$ cat config.mk
export PLATFORM = sky130hd
export DESIGN_NAME = seg_scan_controller
export DESIGN_NICKNAME = d
export VERILOG_FILES = /design/src/rtl/seg_scan_controller.sv
export SDC_FILE = /design/constraint.sdc
export NUM_CORES = 1
export LEC_CHECK = 0
export BUFFER_PORTS_ARGS = -buffer_cell sky130_fd_sc_hd__clkbuf_2
export CAP_MARGIN = 0
export CORE_MARGIN = 4
export CORE_UTILIZATION = 50
export DETAILED_ROUTE_END_ITERATION = 8
export PLACE_DENSITY = 0.66
export SYNTH_ARGS = -nofsm -noshare
export SYNTH_HDL_FRONTEND = slang
export SYNTH_SLANG_ARGS = --single-unit
$ cat constraint.sdc
create_clock -name clk -period 4.3 [get_ports clk]
set_clock_uncertainty 0.15 [all_clocks]
set_input_delay 0.86 -clock clk [delete_from_list [all_inputs] [get_ports clk]]
set_output_delay 0.86 -clock clk [all_outputs]
set_load 0.01 [all_outputs]
$ cat src/rtl/seg_scan_controller.sv
// Four-digit common-anode seven-segment scan controller with per-slot guard blanking
// and a frame-synchronous double-buffered display value. Optional macro: SEG_LZ_BLANK_EN.
module seg_scan_controller #(
    parameter int SLOT_CYCLES  = 100000,
    parameter int GUARD_CYCLES = 1000
) (
    input  logic        clk,
    input  logic        reset,
    input  logic        enable,
    input  logic [15:0] value_in,
    input  logic        value_load,
    output logic        pending,
    output logic [1:0]  refresh_count,
    output logic [3:0]  anode,
    output logic [6:0]  cathode,
    output logic        frame_tick
);

    localparam int CW = $clog2(SLOT_CYCLES);
    localparam logic [CW-1:0] SLOT_LAST = CW'(SLOT_CYCLES - 1);
    localparam logic [CW-1:0] GUARD_END = CW'(GUARD_CYCLES);

    localparam logic [0:0] ST_GUARD = 1'b0;
    localparam logic [0:0] ST_SHOW  = 1'b1;
    localparam logic [0:0] ST_RESET = (GUARD_CYCLES == 0) ? ST_SHOW : ST_GUARD;

    logic [CW-1:0] slot_cnt, slot_nxt;
    logic [1:0]    digit, digit_nxt;
    logic [0:0]    state, state_nxt;
    logic [15:0]   active, active_nxt;
    logic [15:0]   shadow, shadow_nxt;
    logic          pending_nxt;
    logic          enable_q;
    logic          wrap;
    logic          lz_blank;
    logic          show;
    logic [3:0]    nibble;
    logic [3:0]    anode_nxt;
    logic [6:0]    cathode_nxt;

    function automatic logic [6:0] hex_decode(input logic [3:0] n);
        case (n)
            4'h0: hex_decode = 7'b1000000;
            4'h1: hex_decode = 7'b1111001;
            4'h2: hex_decode = 7'b0100100;
            4'h3: hex_decode = 7'b0110000;
            4'h4: hex_decode = 7'b0011001;
            4'h5: hex_decode = 7'b0010010;
            4'h6: hex_decode = 7'b0000010;
            4'h7: hex_decode = 7'b1111000;
            4'h8: hex_decode = 7'b0000000;
            4'h9: hex_decode = 7'b0010000;
            4'hA: hex_decode = 7'b0001000;
            4'hB: hex_decode = 7'b0000011;
            4'hC: hex_decode = 7'b1000110;
            4'hD: hex_decode = 7'b0100001;
            4'hE: hex_decode = 7'b0000110;
            default: hex_decode = 7'b0001110;
        endcase
    endfunction

    // Re-enabling restarts the current digit's slot so it always begins with a guard interval.
    always_comb begin
        slot_nxt  = slot_cnt;
        digit_nxt = digit;
        wrap      = 1'b0;
        if (enable) begin
            if (!enable_q) begin
                slot_nxt = '0;
            end else if (slot_cnt == SLOT_LAST) begin
                slot_nxt  = '0;
                digit_nxt = digit + 2'd1;
                wrap      = (digit == 2'd3);
            end else begin
                slot_nxt = slot_cnt + 1'b1;
            end
        end
        state_nxt = (slot_nxt < GUARD_END) ? ST_GUARD : ST_SHOW;
    end

    // A load coinciding with the wrap goes straight to the display instead of waiting a frame.
    always_comb begin
        active_nxt  = active;
        shadow_nxt  = shadow;
        pending_nxt = pending;
        if (wrap) begin
            if (value_load) begin
                active_nxt  = value_in;
                shadow_nxt  = value_in;
                pending_nxt = 1'b0;
            end else if (pending) begin
                active_nxt  = shadow;
                pending_nxt = 1'b0;
            end
        end else if (value_load) begin
            shadow_nxt  = value_in;
            pending_nxt = 1'b1;
        end
    end

    always_comb begin
        nibble = active_nxt[{digit_nxt, 2'b00} +: 4];
`ifdef SEG_LZ_BLANK_EN
        case (digit_nxt)
            2'd1:    lz_blank = (active_nxt[15:4] == 12'h000);
            2'd2:    lz_blank = (active_nxt[15:8] == 8'h00);
            2'd3:    lz_blank = (active_nxt[15:12] == 4'h0);
            default: lz_blank = 1'b0;
        endcase
`else
        lz_blank = 1'b0;
`endif
        show        = enable && (state_nxt == ST_SHOW) && !lz_blank;
        anode_nxt   = show ? ~(4'b0001 << digit_nxt) : 4'b1111;
        cathode_nxt = show ? hex_decode(nibble) : 7'b1111111;
    end

    always_ff @(posedge clk) begin
        if (reset) begin
            slot_cnt      <= '0;
            digit         <= 2'd0;
            state         <= ST_RESET;
            active        <= 16'h0000;
            shadow        <= 16'h0000;
            pending       <= 1'b0;
            enable_q      <= 1'b1;
            refresh_count <= 2'd0;
            anode         <= 4'b1111;
            cathode       <= 7'b1111111;
            frame_tick    <= 1'b0;
        end else begin
            slot_cnt      <= slot_nxt;
            digit         <= digit_nxt;
            state         <= state_nxt;
            active        <= active_nxt;
            shadow        <= shadow_nxt;
            pending       <= pending_nxt;
            enable_q      <= enable;
            refresh_count <= digit_nxt;
            anode         <= anode_nxt;
            cathode       <= cathode_nxt;
            frame_tick    <= wrap;
        end
    end

endmodule
==> results_dict.tcl, run 1 <==
set metrics [dict create \
    drive_above_1_share 0.178 \
    final_common_cell "dfxtp_1" \
    cts_setup_buffers 0 \
    seqPwrFrac 0.483 \
    slew_headroom 0.300 \
    drt_pass1_iterations 5 \
    ys.flop_type "dfxtp_1" \
    crit_chain "ha_1 > and4_1 > nand4_1 > buf_4 > nor2_8 > xor2_1 > nor3_1 > nor3_1 > inv_1 > ha_1 > mux2i_1 > o221ai_1" \
    row_count 30 \
    cts.sinks 65 \
    comb_power_share 0.061 \
    nNetsFinal 464 \
    clock_latency_ps 340 \
    leakage_uw 0.00159 \
    n_antenna_cell 0 \
    mostFrequentLayoutCells "dfxtp_1 (65), nor2_1 (64), clkbuf_2 (34), nand2_1 (32), mux2i_1 (22)" \
    core_area_mm2 0.00683 \
    drv_cap 0 \
    min_period_ps 3920 \
    critPathCaptureType "flip-flop" \
    synth-warning-count 0 \
    finalCritPeriodShare 0.911 \
    start_util 0.518 \
    synth_edf_count 0 \
    slew_violations 0 \
    worstSetupPathType "reg2reg" \
    fin_cells 539 \
    cts_tree "yes" \
    nFillCells 660 \
    synthesis.area_mm2 0.00354 \
    p_clk_frac 0.455 \
    htreeDepth 3 \
    crit_path_start_kind "flip-flop" \
    die_area_mm2 0.00850 \
    clk_pin_slew_ps 80 \
    design_area_mm2 0.00397 \
    drt_iter0_drc 187 \
    antenna_found_initial 0 \
    min_path_type "reg2reg" \
    rsz0062_at_grt "false" \
    syn_nets 441 \
    cts_buffers 9 \
    cp_data_arrival_time_ps 3980 \
    p_sw_uw 305 \
    postSynthCellCount 415 \
    ir_drop_uv 199 \
    crit_slowest_cell "nor3_1" \
    p_per_area_mw_per_mm2 326 \
    root_buffer "clkbuf_8" \
    place_inst 523 \
    grt_overflow 0 \
    synth.avg_cell_area_um2 8.54 \
    grt_pass1_wl_mm 14.4 \
    max_stage_delay_ps 600 \
    cp_max_fo 19 \
    drcViolationCount 0 \
    via_per_inst 5.91 \
    area_growth_pct 12.2 \
    placed_area_mm2 0.00374 \
    synth-async-reset-ratio 0 \
    outcome "complete, no violations" \
    cts_max_path_buffers 2 \
    vias 3186 \
    place_hpwl_mm 6.05 \
    portBuffers 34 \
    setup_viol 0 \
    grt_usage 0.209 \
    ys_seq_elements 65 \
    gp_congestion 0.870 \
    antenna_left 0 \
    die_y_um 92.2 \
    power.total_uw 1290 \
    cts_resized 0 \
    hold_viol 0 \
    dieWidth_um 92.2 \
    io_pins 35 \
    grt_max_degree 50 \
    swShare 0.236 \
    grt_pass1_vias 2883 \
    tns_ps 0 \
    wl_per_cell_um 16.1 \
    ctsHoldBuffers 0 \
    p_int_uw 989 \
    ys_types 69 \
    wl_mm 8.66 \
    ys_seq_area_frac 0.367 \
    fmax_mhz 255 \
    critPathRequiredTime_ps 4360 \
    worst_pin_slew_ps 1050 \
]
[path summary, 6_finish.rpt]
check,startpoint,end,slack (ps),depth (start not counted)
setup / recovery,slot_cnt[0]$_SDFFE_PP0P_,cathode[5]$_SDFF_PP1_,380,12
hold reg to reg,shadow[7]$_SDFFE_PP0P_,shadow[7]$_SDFFE_PP0P_,350,2
setup reg to reg,slot_cnt[0]$_SDFFE_PP0P_,cathode[5]$_SDFF_PP1_,380,12
hold / removal,shadow[7]$_SDFFE_PP0P_,shadow[7]$_SDFFE_PP0P_,350,2
[per-layer routing]
layer | track usage | wire (um) | up-vias
met3 | 0.0427 | 471 | 6
met1 | 0.298 | 4160 | 1519
met2 | 0.321 | 3960 | 85
met5 | 0 | 0 | -
li1 | - | - | 1576
met4 | 0.0532 | 72 | 0
[power groups by stage]
stage	logic, uW	clock network [uW]	registers (uW)
2_1_floorplan	58.5	0	632
3_3_place_gp	78.1	0	639
3_5_place_dp	79.3	0	639
4_1_cts	79.3	601	625
5_1_grt	88.4	623	627
6_report	79.3	589	625
[state kept, by name, indices dropped and copies added (netlist names)]
register,count
active,16
pending,1
enable_q,1
digit,2
slot_cnt,17
shadow,16
cathode,7
anode,4
frame_tick,1
[worst max-delay path: cells and delay by family (launching register included)]
| kind | cells | cell delay (ps) |
|---|---|---|
| AND/OR/NAND/NOR | 5 | 1390 |
| flip-flops | 1 | 410 |
| XOR/XNOR | 1 | 520 |
| adder cells (fa/ha/maj) | 2 | 560 |
| multiplexers | 1 | 150 |
| AO/OA/AOI/OAI | 1 | 130 |
| buffers and inverters | 2 | 460 |
[cells in the mapped netlist, drive strengths merged, types with 4 or more instances]
| library cell | n | share of area |
|---|---|---|
| ha | 6 | 0.021 |
| nor3b | 6 | 0.013 |
| nand4b | 5 | 0.012 |
| dfxtp | 65 | 0.37 |
| o22a | 9 | 0.022 |
| o22ai | 10 | 0.018 |
| inv | 11 | 0.012 |
| nand3 | 14 | 0.020 |
| nor4 | 7 | 0.023 |
| buf | 10 | 0.018 |
| o221ai | 10 | 0.026 |
| nand2 | 33 | 0.036 |
| a21oi | 20 | 0.028 |
| or3 | 5 | 0.0088 |
| o21ai | 17 | 0.025 |
| nor3 | 14 | 0.020 |
| nand4 | 7 | 0.017 |
| nor2 | 67 | 0.082 |
| mux2i | 22 | 0.062 |
| o31a | 4 | 0.0099 |
| and2 | 7 | 0.014 |
| clkbuf | 19 | 0.021 |
[metrics by stage]
step | hold slack [ps] | setup WS (ps) | util
after global placement | 315 | 494 | 0.548
final | 345 | 382 | 0.582
after detailed placement | 329 | 429 | 0.548
after global routing | 375 | 45.3 | 0.582
after floorplan | 301 | 625 | -
after CTS | 349 | 417 | 0.582
[cells by family after synthesis]
logic type / after synthesis / share of synthesized area
muxes: 24 / 0.0728
xor gates and xnor gates: 2 / 0.00495
DFF: 65 / 0.367
adders and majority gates: 6 / 0.0212
and+or+nand+nor: 181 / 0.283
buffers and inverters: 40 / 0.0512
AOI/OAI and AO/OA: 97 / 0.200
[area by class of cell]
cell class | count | area [um^2] | area share
Tap cell | 96 | 120 | 0.0302
Timing Repair Buffer | 41 | 223 | 0.0560
Clock inverter | 6 | 91.3 | 0.0230
Sequential cell | 65 | 1300 | 0.327
Clock buffer | 10 | 138 | 0.0346
Inverter | 11 | 41.3 | 0.0104
Multi-Input combinational cell | 310 | 2060 | 0.518
No activity file was read; power rests on OpenSTA's default activity.
==> inputs of run 2 (changes only) <==
--- a/config.mk
+++ b/config.mk
@@ -10,7 +10,7 @@
 export CORE_MARGIN = 4
 export CORE_UTILIZATION = 50
 export DETAILED_ROUTE_END_ITERATION = 8
-export PLACE_DENSITY = 0.66
+export PLACE_DENSITY = 0.69
 export SYNTH_ARGS = -nofsm -noshare
 export SYNTH_HDL_FRONTEND = slang
 export SYNTH_SLANG_ARGS = --single-unit
==> constraint.sdc (replaced) <==
create_clock -name clk -period 3.2 [get_ports clk]
set_clock_uncertainty 0.15 [all_clocks]
set_input_delay 0.64 -clock clk [delete_from_list [all_inputs] [get_ports clk]]
set_output_delay 0.64 -clock clk [all_outputs]
set_load 0.01 [all_outputs]
==> run 2 against run 1 <==
Clock power is 34% higher; combinational power grew 64%; die area stayed put; first-iteration DRC count rose by 6.4%; sequential share of layout area down 3.3 points; setup slack got worse by 290 ps; wire length increased by 7.5%; sequential cell count unchanged; final area is 12% higher; critical path type unchanged; critical endpoint is now cathode[3]$_SDFF_PP1_.
==> results_dict.tcl, run 2 (synthesis results as in run 1) <==
set metrics [dict create \
    core_area_mm2 0.00683 \
    grt_usage 0.229 \
    hold_viol 0 \
    hold_ws_ps 343 \
    rr_startpoint "slot_cnt[12]$_SDFF_PP0_" \
    min_path_type "reg2reg" \
    area_growth_pct 25.2 \
    drv_cap 0 \
    largest_reg_flops 17 \
    slew_violations 0 \
    row_count 30 \
    crit_slowest_cell "mux4_2" \
    cts_buffers 9 \
    worstSetupStartpoint "slot_cnt[12]$_SDFF_PP0_" \
    slew_headroom 0.651 \
    fmax_mhz 322 \
    crit_path_start_kind "flip-flop" \
    die_area_mm2 0.00850 \
    via_per_inst 5.82 \
    finalCritPeriodShare 0.971 \
    n_antenna_cell 0 \
    grt_overflow 0 \
    place_inst 568 \
    worst_pin_slew_ps 523 \
    place_hpwl_mm 6.76 \
    ir_drop_uv 208 \
    ctsHoldBuffers 0 \
    cp_max_fo 12 \
    p_per_area_mw_per_mm2 396 \
    antenna_found_initial 0 \
    setup_viol 0 \
    outcome "complete, no violations" \
    wl_mm 9.31 \
    drcViolationCount 0 \
    critPathCaptureType "flip-flop" \
    r2r_cells 11 \
    worstSetupPathType "reg2reg" \
    final_common_cell "nor2_1" \
    timing.reg2reg.setup_slack_ps 90 \
    cts_max_path_buffers 2 \
    rsz0062_at_grt "true" \
    post-place-ws_ps -7.78 \
    timing.final.ws_setup_ps 92.1 \
    path_common_cell "a21oi_1" \
    grt_max_degree 50 \
    drive_above_1_share 0.299 \
    die_y_um 92.2 \
    largest-register "slot_cnt" \
    cts.sinks 65 \
    mostFrequentLayoutCells "nor2_1 (64), dfxtp_1 (62), buf_4 (53), clkbuf_2 (34), nand2_1 (31)" \
    gp_congestion 0.906 \
    dieWidth_um 92.2 \
    fin_util 0.649 \
    antenna_left 0 \
    vias 3421 \
    reg_top3 "slot_cnt x17, active x16, shadow x16" \
    crit_path_end "cathode[3]$_SDFF_PP1_" \
    cts_tree "yes" \
    drt_pass1_iterations 4 \
    drt_iter0_drc 199 \
    leakage_uw 0.00187 \
    root_buffer "clkbuf_8" \
    reg2reg_to "cathode[3]$_SDFF_PP1_" \
    clk_pin_slew_ps 80 \
    nNetsFinal 513 \
    htreeDepth 3 \
    portBuffers 34 \
    cp_data_arrival_time_ps 3180 \
    start_util 0.518 \
    wl_per_cell_um 15.8 \
    io_pins 35 \
    crit_chain "nor4_4 > nand4_1 > buf_6 > nor2_4 > o22a_1 > o21ai_0 > mux4_2 > ha_1 > a21oi_1 > a21oi_1 > o221ai_1" \
    min_period_ps 3110 \
    grt_pass1_wl_mm 15.7 \
    fin_cells 588 \
    critPathRequiredTime_ps 3270 \
    clock_latency_ps 350 \
    max_stage_delay_ps 570 \
    grt_pass1_vias 3288 \
]
[run 2: per-stage QoR]
step                area, um^2  total power, uW  TNS (ps)
floorplan                 3560              929         0
global placement          4100              977         0
detailed placement        4100              979     -7.78
CTS                       4330             1760         0
global route              4430             1810     -95.6
finish                    4430             1760         0
[run 2: repair_timing]
action	in CTS	in global routing
buffers inserted	0	4
setup endpoints to repair	5	11
pin swaps	2	11
gates resized for setup	2	24
[run 2: critical path, delay by kind of cell, from the launching register on]
family,cells,cell delay (ps)
fa+ha+maj,1,330
compound gates,5,600
mux,1,570
flops,1,340
simple gates,3,770
buf+inv,1,210
[run 2: how the worst min path moves through the flow]
stage                            start                 endpoint  slack, ps  cells after the start
3_3_place_gp   shadow[10]$_SDFFE_PP0P_  shadow[10]$_SDFFE_PP0P_        320                      2
5_1_grt        shadow[11]$_SDFFE_PP0P_  shadow[11]$_SDFFE_PP0P_        380                      2
4_1_cts        shadow[15]$_SDFFE_PP0P_  shadow[15]$_SDFFE_PP0P_        350                      2
6_report       shadow[11]$_SDFFE_PP0P_  shadow[11]$_SDFFE_PP0P_        340                      2
3_5_place_dp   shadow[11]$_SDFFE_PP0P_  shadow[11]$_SDFFE_PP0P_        320                      2
2_1_floorplan  shadow[10]$_SDFFE_PP0P_  shadow[10]$_SDFFE_PP0P_        300                      2
[run 2: layer usage]
layer / part of all wire / global-route usage / vias up
met5: 0 / 0 / -
met4: 0.024 / 0.110 / 0
met3: 0.056 / 0.0427 / 25
met2: 0.48 / 0.367 / 128
met1: 0.44 / 0.295 / 1598
li1: - / - / 1670
[run 2: cell type report]
type | count | area (um^2)
sequential | 65 | 1310
clock buffer | 11 | 141
inverter | 11 | 41.3
fill | 610 | 2400
multi-input combinational | 310 | 2150
timing repair buffer | 90 | 602
clock inverter | 5 | 78.8
tap | 96 | 120
[run 2: report_power, final]
part	leakage (uW)	internal, uW	total [uW]	switching (uW)
registers	0.000529	824	833	9.57
logic	0.00123	53.7	130	76.6
clock network	0.000113	459	791	332
total	0.00187	1340	1760	419
==> inputs of run 3 (changes only) <==
--- a/config.mk
+++ b/config.mk
@@ -10,6 +10,7 @@
 export CORE_MARGIN = 4
 export CORE_UTILIZATION = 50
 export DETAILED_ROUTE_END_ITERATION = 8
+export MAX_ROUTING_LAYER = met4
 export PLACE_DENSITY = 0.69
 export SYNTH_ARGS = -nofsm -noshare
 export SYNTH_HDL_FRONTEND = slang
==> run 3 against run 2 <==
The flow now finishes with violations (negative setup slack); die area unchanged; non-clock buffer count increased by 12; setup slack got worse by 110 ps; register-to-register slack got worse by 110 ps; final area increased by 4.1%; largest power group unchanged; highest routed layer unchanged.
==> results_dict.tcl, run 3 (synthesis results as in run 1) <==
set metrics [dict create \
    drive_above_1_share 0.340 \
    root_buffer "clkbuf_8" \
    power.total_uw 1580 \
    timing.final.ws_setup_ps -18.5 \
    multi_input_area_mm2 0.00228 \
    dieWidth_um 92.2 \
    largest_reg_flops 17 \
    slew_headroom 0.664 \
    cts.sinks 65 \
    row_count 30 \
    cts_max_path_buffers 2 \
    wl_mm 10.0 \
    htreeDepth 3 \
    hold_viol 0 \
    place_inst 569 \
    core_area_mm2 0.00683 \
    violations "negative setup slack" \
    antenna_found_initial 0 \
    largest-register "slot_cnt" \
    reg_top3 "slot_cnt x17, active x16, shadow x16" \
    fin_cells 599 \
    cts_tree "yes" \
    grt_usage 0.231 \
    critPathRequiredTime_ps 3250 \
    worst_pin_slew_ps 500 \
    grt_pass1_vias 3176 \
    portBuffers 34 \
    finalCritPeriodShare 1.01 \
    path_common_cell "a21oi_2" \
    n_antenna_cell 0 \
    via_per_inst 5.90 \
    drt_pass1_iterations 5 \
    wl_per_cell_um 16.7 \
    r2r_cells 11 \
    final_common_cell "nor2_1" \
    nNetsFinal 525 \
    drv_cap 0 \
    drt_iter0_drc 237 \
    leakage_uw 0.00192 \
    area_growth_pct 30.3 \
    ir_drop_uv 334 \
    ff_latch_area_mm2 0.00131 \
    grt_max_degree 50 \
    grt_pass1_wl_mm 15.2 \
    max_stage_delay_ps 570 \
    vias 3535 \
    cp_max_fo 7 \
    clk_pin_slew_ps 70 \
    hold_ws_ps 339 \
    min_delay_path_depth 2 \
    outcome "complete, but fails checks" \
    ctsHoldBuffers 0 \
    crit_path_start_kind "flip-flop" \
    fmax_mhz 311 \
    setup_viol 1 \
    nFillCells 596 \
    cp_data_arrival_time_ps 3270 \
    critPathCaptureType "flip-flop" \
    crit_chain "nor4_4 > nand4_1 > buf_6 > nor2_4 > o22ai_2 > a21o_1 > mux4_2 > ha_4 > a21oi_2 > a21oi_2 > o221ai_1" \
    slew_violations 0 \
    cts_buffers 9 \
    min_path_type "reg2reg" \
    start_util 0.518 \
    gp_congestion 0.907 \
    drcViolationCount 0 \
    worstSetupPathType "reg2reg" \
    io_pins 35 \
    grt_overflow 0 \
    crit_slowest_cell "mux4_2" \
    min_period_ps 3220 \
    antenna_left 0 \
    rsz0062_at_grt "true" \
    mostFrequentLayoutCells "nor2_1 (63), dfxtp_1 (62), buf_4 (62), clkbuf_2 (34), nand2_1 (31)" \
    place_hpwl_mm 7.00 \
    p_per_area_mw_per_mm2 342 \
    die_area_mm2 0.00850 \
    die_y_um 92.2 \
    clock_latency_ps 350 \
]
[run 3: cell types whose count changed in the layout (fill, tap and decap cells not counted), sizes merged]
cell	change
clkinv	-1
clkbuf	+1
bufinv	-2
buf	+12
clkinvlp	+1
[run 3: metrics by stage]
stage	setup TNS, ps	cell area, um^2	setup slack (ps)	utilization
finish	-18.5	4620	-18.5	0.676
global route	-290	4620	-98.2	0.676
CTS	0	4280	6.73	0.627
detailed placement	-99.2	4100	-50.2	0.601
global placement	-3.97	4100	-3.97	0.601
floorplan	0	3560	0.829	-
[run 3: cell type report]
cell class / count / share of cell area
Clock buffer: 12 / 0.0314
Clock inverter: 3 / 0.00379
Inverter: 11 / 0.00894
Multi-Input combinational cell: 310 / 0.495
Sequential cell: 65 / 0.283
Tap cell: 96 / 0.0260
Timing Repair Buffer: 102 / 0.152
[run 3: timing repair]
item	4_1_cts	5_1_grt
gates cloned	0	1
buffers inserted	0	16
pin swaps	1	22
resized for setup	2	53
setup endpoints to repair	5	11
[run 3: critical path, delay by kind of cell, from the launching register on]
kind	cells	cell delay, ps
buffers and inverters	1	230
AND/OR/NAND/NOR	3	850
AO/OA/AOI/OAI	5	580
multiplexers	1	570
adder cells (fa/ha/maj)	1	320
flip-flops	1	370
[run 3: worst paths after layout]
check / from / endpoint / slack [ps]
max: slot_cnt[13]$_SDFF_PP0_ / cathode[3]$_SDFF_PP1_ / -20
min: shadow[14]$_SDFFE_PP0P_ / shadow[14]$_SDFFE_PP0P_ / 340
max reg2reg: slot_cnt[13]$_SDFF_PP0_ / cathode[3]$_SDFF_PP1_ / -20
min reg2reg: shadow[14]$_SDFFE_PP0P_ / shadow[14]$_SDFFE_PP0P_ / 340
[run 3: layer usage]
layer	track usage	routed length, um	share of wire
met1	0.275	4310	0.43
met2	0.379	4920	0.49
met4	0.113	299	0.030
met3	0.0369	503	0.050
met5	-	0	0
[run 3: report_power, final]
group          internal, uW  switching (uW)
Sequential              823            10.2
Combinational          56.2            80.7
Clock                   296             311
Total                  1180             402
